`src/rtl/shift_reg_var.sv`:
```
// shift_reg_var
//   Stallable, flushable delay line. CH lanes of DATA bits travel together with
//   one shared valid bit through MAX_SHIFT register stages. The output is tapped
//   from the stage selected at runtime by dly_sel, clamped to 1..MAX_SHIFT, so a
//   sample appears d_eff advancing edges after it was captured.
// Ports
//   clk       in   rising-edge clock
//   reset     in   asynchronous, active-high clear of every stage
//   en        in   1 = line advances on this edge, 0 = every stage holds
//   flush     in   synchronous clear of every stage, overrides en
//   dly_sel   in   requested delay in advancing cycles (0 acts as 1)
//   in_valid  in   qualifier captured alongside data_in
//   data_in   in   CH*DATA bits, lane k at [k*DATA +: DATA]
//   out_valid out  valid bit at the selected tap
//   data_out  out  data at the selected tap
//   busy      out  OR of the valid bits in stages 0..d_eff-1
module shift_reg_var #(
  parameter int MAX_SHIFT = 8,
  parameter int DATA      = 32,
  parameter int CH        = 1,
  localparam int DW       = $clog2(MAX_SHIFT + 1)
) (
  input  logic               clk,
  input  logic               reset,
  input  logic               en,
  input  logic               flush,
  input  logic [DW-1:0]      dly_sel,
  input  logic               in_valid,
  input  logic [CH*DATA-1:0] data_in,
  output logic               out_valid,
  output logic [CH*DATA-1:0] data_out,
  output logic               busy
);

  localparam int W = CH * DATA;

  logic [W-1:0]         data_r [MAX_SHIFT];
  logic [MAX_SHIFT-1:0] valid_r;
  logic [DW-1:0]        d_eff_s;
  logic [W-1:0]         tap_data_s;
  logic                 tap_valid_s;
  logic                 busy_s;

  // Clamp the requested delay into the range of existing stages.
  always_comb begin
    d_eff_s = dly_sel;
    if (dly_sel == {DW{1'b0}}) begin
      d_eff_s = DW'(1);
    end else if (dly_sel > DW'(MAX_SHIFT)) begin
      d_eff_s = DW'(MAX_SHIFT);
    end else begin
      d_eff_s = dly_sel;
    end
  end

  // AND-OR tap mux over stage[d_eff-1]; busy covers every stage up to the tap.
  // Only registers feed this, so data_in never reaches data_out combinationally.
  always_comb begin
    tap_data_s  = {W{1'b0}};
    tap_valid_s = 1'b0;
    busy_s      = 1'b0;
    for (int i = 0; i < MAX_SHIFT; i++) begin
      tap_data_s  = tap_data_s | (data_r[i] & {W{d_eff_s == DW'(i + 1)}});
      tap_valid_s = tap_valid_s | (valid_r[i] & (d_eff_s == DW'(i + 1)));
      busy_s      = busy_s | (valid_r[i] & (DW'(i) < d_eff_s));
    end
  end

  // Stage storage: reset, then flush, then advance, otherwise hold.
  always_ff @(posedge clk or posedge reset) begin
    if (reset) begin
      valid_r <= {MAX_SHIFT{1'b0}};
      for (int i = 0; i < MAX_SHIFT; i++) begin
        data_r[i] <= {W{1'b0}};
      end
    end else if (flush) begin
      // The sample presented in a flush cycle is dropped along with the line.
      valid_r <= {MAX_SHIFT{1'b0}};
      for (int i = 0; i < MAX_SHIFT; i++) begin
        data_r[i] <= {W{1'b0}};
      end
    end else if (en) begin
      // Data is captured whatever in_valid is; the valid bit qualifies it.
      valid_r[0] <= in_valid;
      data_r[0]  <= data_in;
      for (int i = 1; i < MAX_SHIFT; i++) begin
        valid_r[i] <= valid_r[i-1];
        data_r[i]  <= data_r[i-1];
      end
    end else begin
      valid_r <= valid_r;
      for (int i = 0; i < MAX_SHIFT; i++) begin
        data_r[i] <= data_r[i];
      end
    end
  end

  assign out_valid = tap_valid_s;
  assign data_out  = tap_data_s;
  assign busy      = busy_s;

endmodule

```
`config.mk`:
```
export PLATFORM = sky130hd
export DESIGN_NAME = shift_reg_var
export DESIGN_NICKNAME = d
export VERILOG_FILES = /design/src/rtl/shift_reg_var.sv
export SDC_FILE = /design/constraint.sdc
export NUM_CORES = 1
export LEC_CHECK = 0
export CAP_MARGIN = 20
export CORE_MARGIN = 2
export CORE_UTILIZATION = 50
export CTS_BUF_LIST = sky130_fd_sc_hd__clkbuf_16
export DETAILED_ROUTE_END_ITERATION = 8
export PLACE_DENSITY = 0.69
export SYNTH_ARGS = -nofsm -noshare
export SYNTH_HDL_FRONTEND = slang
export SYNTH_SLANG_ARGS = --single-unit
```
`constraint.sdc`:
```
create_clock -name clk -period 10.6 [get_ports clk]
set_input_delay 1.06 -clock clk [delete_from_list [all_inputs] [get_ports clk]]
set_output_delay 1.06 -clock clk [all_outputs]
set_load 0.02 [all_outputs]
```
; ---- Word-level counts from Yosys, hierarchy flattened
; Index checks and enable logic that the tools add are counted.
[totals]
register_bits = 264
out_inout_bits = 34
word_cells = 79
[classes]
n_lt_le_gt_ge = 9
n_eq_ne = 8
muxes = 6
n_bitwise = 45
n_reduce_logical = 2
[ops]
columns = cell, n
row1 = $mux 256, 2
row2 = $and 32x32->32, 8
row3 = $or 32x32->32, 7
row4 = $and 1x1->1, 16
row5 = $eq 4x3->1 const B, 4
row6 = $lt 3x4->1 const A, 4
row7 = $mux 8, 2
row8 = $or 1x1->1, 14
row9 = $eq 4x2->1 const B, 2
row10 = $lt 1x4->1 const A, 2
row11 = $lt 2x4->1 const A, 2
row12 = $mux 4, 2
row13 = $eq 4x1->1 const B, 1
row14 = $eq 4x4->1 const B, 1
row15 = $gt 4x4->1 const B, 1
row16 = $logic_not 4->1, 1
row17 = $reduce_bool 2->1, 1

; ---- Depth between registers and ports, before layout
[depth]
word_depth = 12
ltp_mapped = 7
depth_no_buf = 4

; ---- Worst setup path before layout
; Ideal clock, no wire load.
[synth_timing]
path_type = input -> output
start = input dly_sel[2]
end = output data_out[0]
t_arrival_ps = 2428
path_slack_ps = 7112
stages = 7
path_cell_list = buf_6 nor2b_1 buf_2 and2_1 clkbuf_1 a221oi_1 o21ai_0
[synth_between]
elab_chain_len = 12
elab_cells_between_ends = 27
classes_between = order compare: 1 / eq/ne: 8 / mux: 2 / bitwise: 15 / reduce/logical: 1
[synth_lines]
columns = item, line
row1 = from (decl), 27  ; input logic [DW-1:0] dly_sel,
row2 = $gt 4x4->1, 49  ; end else if (dly_sel > DW'(MAX_SHIFT)) begin
row3 = $mux 4, 49
row4 = $mux 4 (*), 47  ; if (dly_sel == {DW{1'b0}}) begin
row5 = $eq 4x1->1 or $eq 4x2->1 (tied branches), 63  ; tap_data_s = tap_data_s | (data_r[i] & {W{d_eff_s == DW'(i + 1)}});
row6 = $and 32x32->32, 63
row7 = $or 32x32->32 (6 in series), 63
row8 = $or 32x32->32 (*), 63
row9 = to (decl), 31  ; output logic [CH*DATA-1:0] data_out,
; Mark *: on every way between the ends. The rest lies on a longest branch, timed or not.

; ---- Final worst setup path
[layout_timing]
start = input dly_sel[1]
end = output data_out[29]
; The elaborated chain is that of the path after synthesis.

==> flow_metrics.env <==
export IMPL_finalNetCount=1236
export IMPL_cts_setup_buffers=0
export IMPL_skew_ns=0.02201
export IMPL_die_h_um=163.9
export IMPL_synth_top_area_share_pct=51.71
export IMPL_synth_seq_cells=264
export IMPL_crit_path_end_kind="output port"
export IMPL_async_reset_ff_share_pct=100.0
export IMPL_dr_pass1_iters=5
export IMPL_cts_buffer_depth=3
export IMPL_path_clk_slew_ns=0.06
export IMPL_num_antenna_cells=0
export IMPL_clk_latency_ns=0.55
export IMPL_yosys_warnings=0
export IMPL_io_pins=75
export IMPL_clkSinkCount=264
export IMPL_clock_tree_root_cell="clkbuf_16"
export IMPL_dpl_hpwl_um=17680
export IMPL_cp_arrival_ns=4.61
export IMPL_drc=0
export IMPL_start_util_pct=50.88
export IMPL_run_status="complete, no violations"
export IMPL_crit_path_start_kind="input pin"
export IMPL_cts_tree="yes"
export IMPL_drt_iter0_drc=914
export IMPL_slew_violations=0
export IMPL_ys_top_cells_by_count="mux2i_1, nor2_1, dfrtp_1"
export IMPL_setup_tns_ns=0
export IMPL_p_per_area_mw_per_mm2=149.0
export IMPL_cp_max_fo=46
export IMPL_finalWirelength_um=30050
export IMPL_clock_fmax_mhz=176.3
export IMPL_syn_avg_cell_area_um2=10.87
export IMPL_drive_gt1_share_pct=5.181
export IMPL_vias=8892
export IMPL_syn_area_mm2=0.01278
export IMPL_synth_most_common_cell="mux2i_1"
export IMPL_worst_pin_slew_ns=1.111
export IMPL_rows=58
export IMPL_synth_top_area_cell="dfrtp_1"
export IMPL_rsz0062_at_grt="no"
export IMPL_finalNonFillerCells=1546
export IMPL_grt_overflow_total=0
export IMPL_grt_pass1_vias=8601
export IMPL_hold_path_class="flip-flop to flip-flop"
export IMPL_fill_cells=2193
export IMPL_viasPerCell=5.752
export IMPL_critPathRequiredTime_ns=9.54
export IMPL_synth_area_leaders="dfrtp_1, mux2i_1, nor2_1, a221oi_1, buf_2"
export IMPL_ant_nets=0
export IMPL_synth_edff_count=0
export IMPL_yosys_most_used_dff="dfrtp_1"
export IMPL_hold_viol_final=0
export IMPL_antenna_found_initial=0
export IMPL_ys_seq_area_share_pct=51.71
export IMPL_max_slew_margin_pct=25.92
export IMPL_area_growth_pct=12.96
export IMPL_power_leakage_uw=0.007090
export IMPL_io_buffers=74
export IMPL_maxCapViolCount=0
export IMPL_cts_buffers=29
export IMPL_grt_pass1_wl_um=48730
export IMPL_htree_num_levels=1
export IMPL_grt_usage_pct=22.86
export IMPL_ys_types=35
export IMPL_vdd_drop_max_v=0.0001259
export IMPL_dp_cells=1494
export IMPL_drt_wirelength_per_cell_um=19.44
export IMPL_crit_type="input pin to output port"
export IMPL_final_util_pct=57.47
export IMPL_syn_instance_count=1175
export IMPL_place_congestion=0.7708
export IMPL_synth_fp_nets=1216
export IMPL_dieArea_mm2=0.02685
export IMPL_period_minus_slack_ns=5.673
export IMPL_cts_resized=0
export IMPL_setup_viol=0
export IMPL_core_area_mm2=0.02511
export IMPL_timing_final_crit_share_pct=53.52
export IMPL_grt_max_degree=167
export IMPL_hold_buffers=0
export IMPL_die_x_um=163.9
[worst max-delay path, stage by stage]
cell,delay (ns)
buf_4,0.41
buf_4,0.57
nor2b_1,0.66
and2_1,0.65
a221oi_1,0.16
o21ai_0,0.39
clkdlybuf4s50_1,0.69
[stage by stage]
step	setup slack, ns	area, um2	hold slack (ns)	total power [uW]
2_1_floorplan	2.271	12780	0.4806	1192
3_3_place_gp	5.046	13580	0.4962	1256
3_5_place_dp	4.970	13580	0.5046	1258
4_1_cts	4.948	14430	0.5191	2172
5_1_grt	4.689	14430	0.5460	2233
6_report	4.927	14430	0.5145	2150
[final timing paths]
path                                                end  cells after the start                     from  slack, ns
worst max register to register  data_r[216]$_DFFE_PP0P_                      2  data_r[248]$_DFFE_PP0P_       9.74
worst min register to register    data_r[8]$_DFFE_PP0P_                      2    data_r[8]$_DFFE_PP0P_       0.51
min in group asynchronous       data_r[205]$_DFFE_PP0P_                      2                    reset       1.02
worst min-delay path              data_r[8]$_DFFE_PP0P_                      2    data_r[8]$_DFFE_PP0P_       0.51
max in group asynchronous       data_r[155]$_DFFE_PP0P_                      3                    reset       8.26
worst max-delay path                       data_out[29]                      7               dly_sel[1]       4.93
[per-layer routing]
layer  vias to the layer above  routed length (um)  track usage, %
met5                         -                   0               0
met4                         0                 512           4.625
met3                        40                1813           4.217
met2                       226               12900           33.02
met1                      4456               14830           35.95
li1                       4170                   -               -
[final cells by class]
type                            instances  area (um2)  share of cell area, %
Inverter                                4       22.52                 0.1561
Clock buffer                           29       725.7                  5.029
Clock inverter                         23       130.1                 0.9017
Multi-Input combinational cell        812        5714                  39.60
Timing Repair Buffer                   84       819.5                  5.679
Tap cell                              330       412.9                  2.861
Sequential cell                       264        6606                  45.78
[report_power, final]
part	leakage, uW	switching [uW]	internal, uW
sequential	0.00366	16.5	1020
clock	0.000454	394	516
combinational	0.00298	125	75.7
total	0.00709	535	1620
[state kept, by name, indices dropped and copies added, names as in the netlist]
register and cells:
data_r 256, valid_r 8
[kinds of logic (layout without fill, tap and decap cells)]
kind of cell             after synthesis  in the layout  share of synthesized area (%)
AND/OR/NAND/NOR                      355            355                          11.71
multiplexers                         308            308                          24.17
flip-flops                           264            264                          51.71
AO/OA/AOI/OAI                        148            148                          8.667
buffers and inverters                 99            140                          3.653
adder cells (fa/ha/maj)                1              1                        0.08813
[cells in the final DEF, fill, tap and decap left out, drive strengths merged, types with 16 or more instances in the layout]
master         netlist  final
a21oi               22     22
mux2i              304    304
a221oi              28     28
dfrtp              264    264
clkdlybuf4s50        0     68
nor2               298    298
clkbuf              45     30
nand2b              16     16
o21ai               29     29
nand3b              17     17
Note: power is estimated with default switching activity, not from simulation.
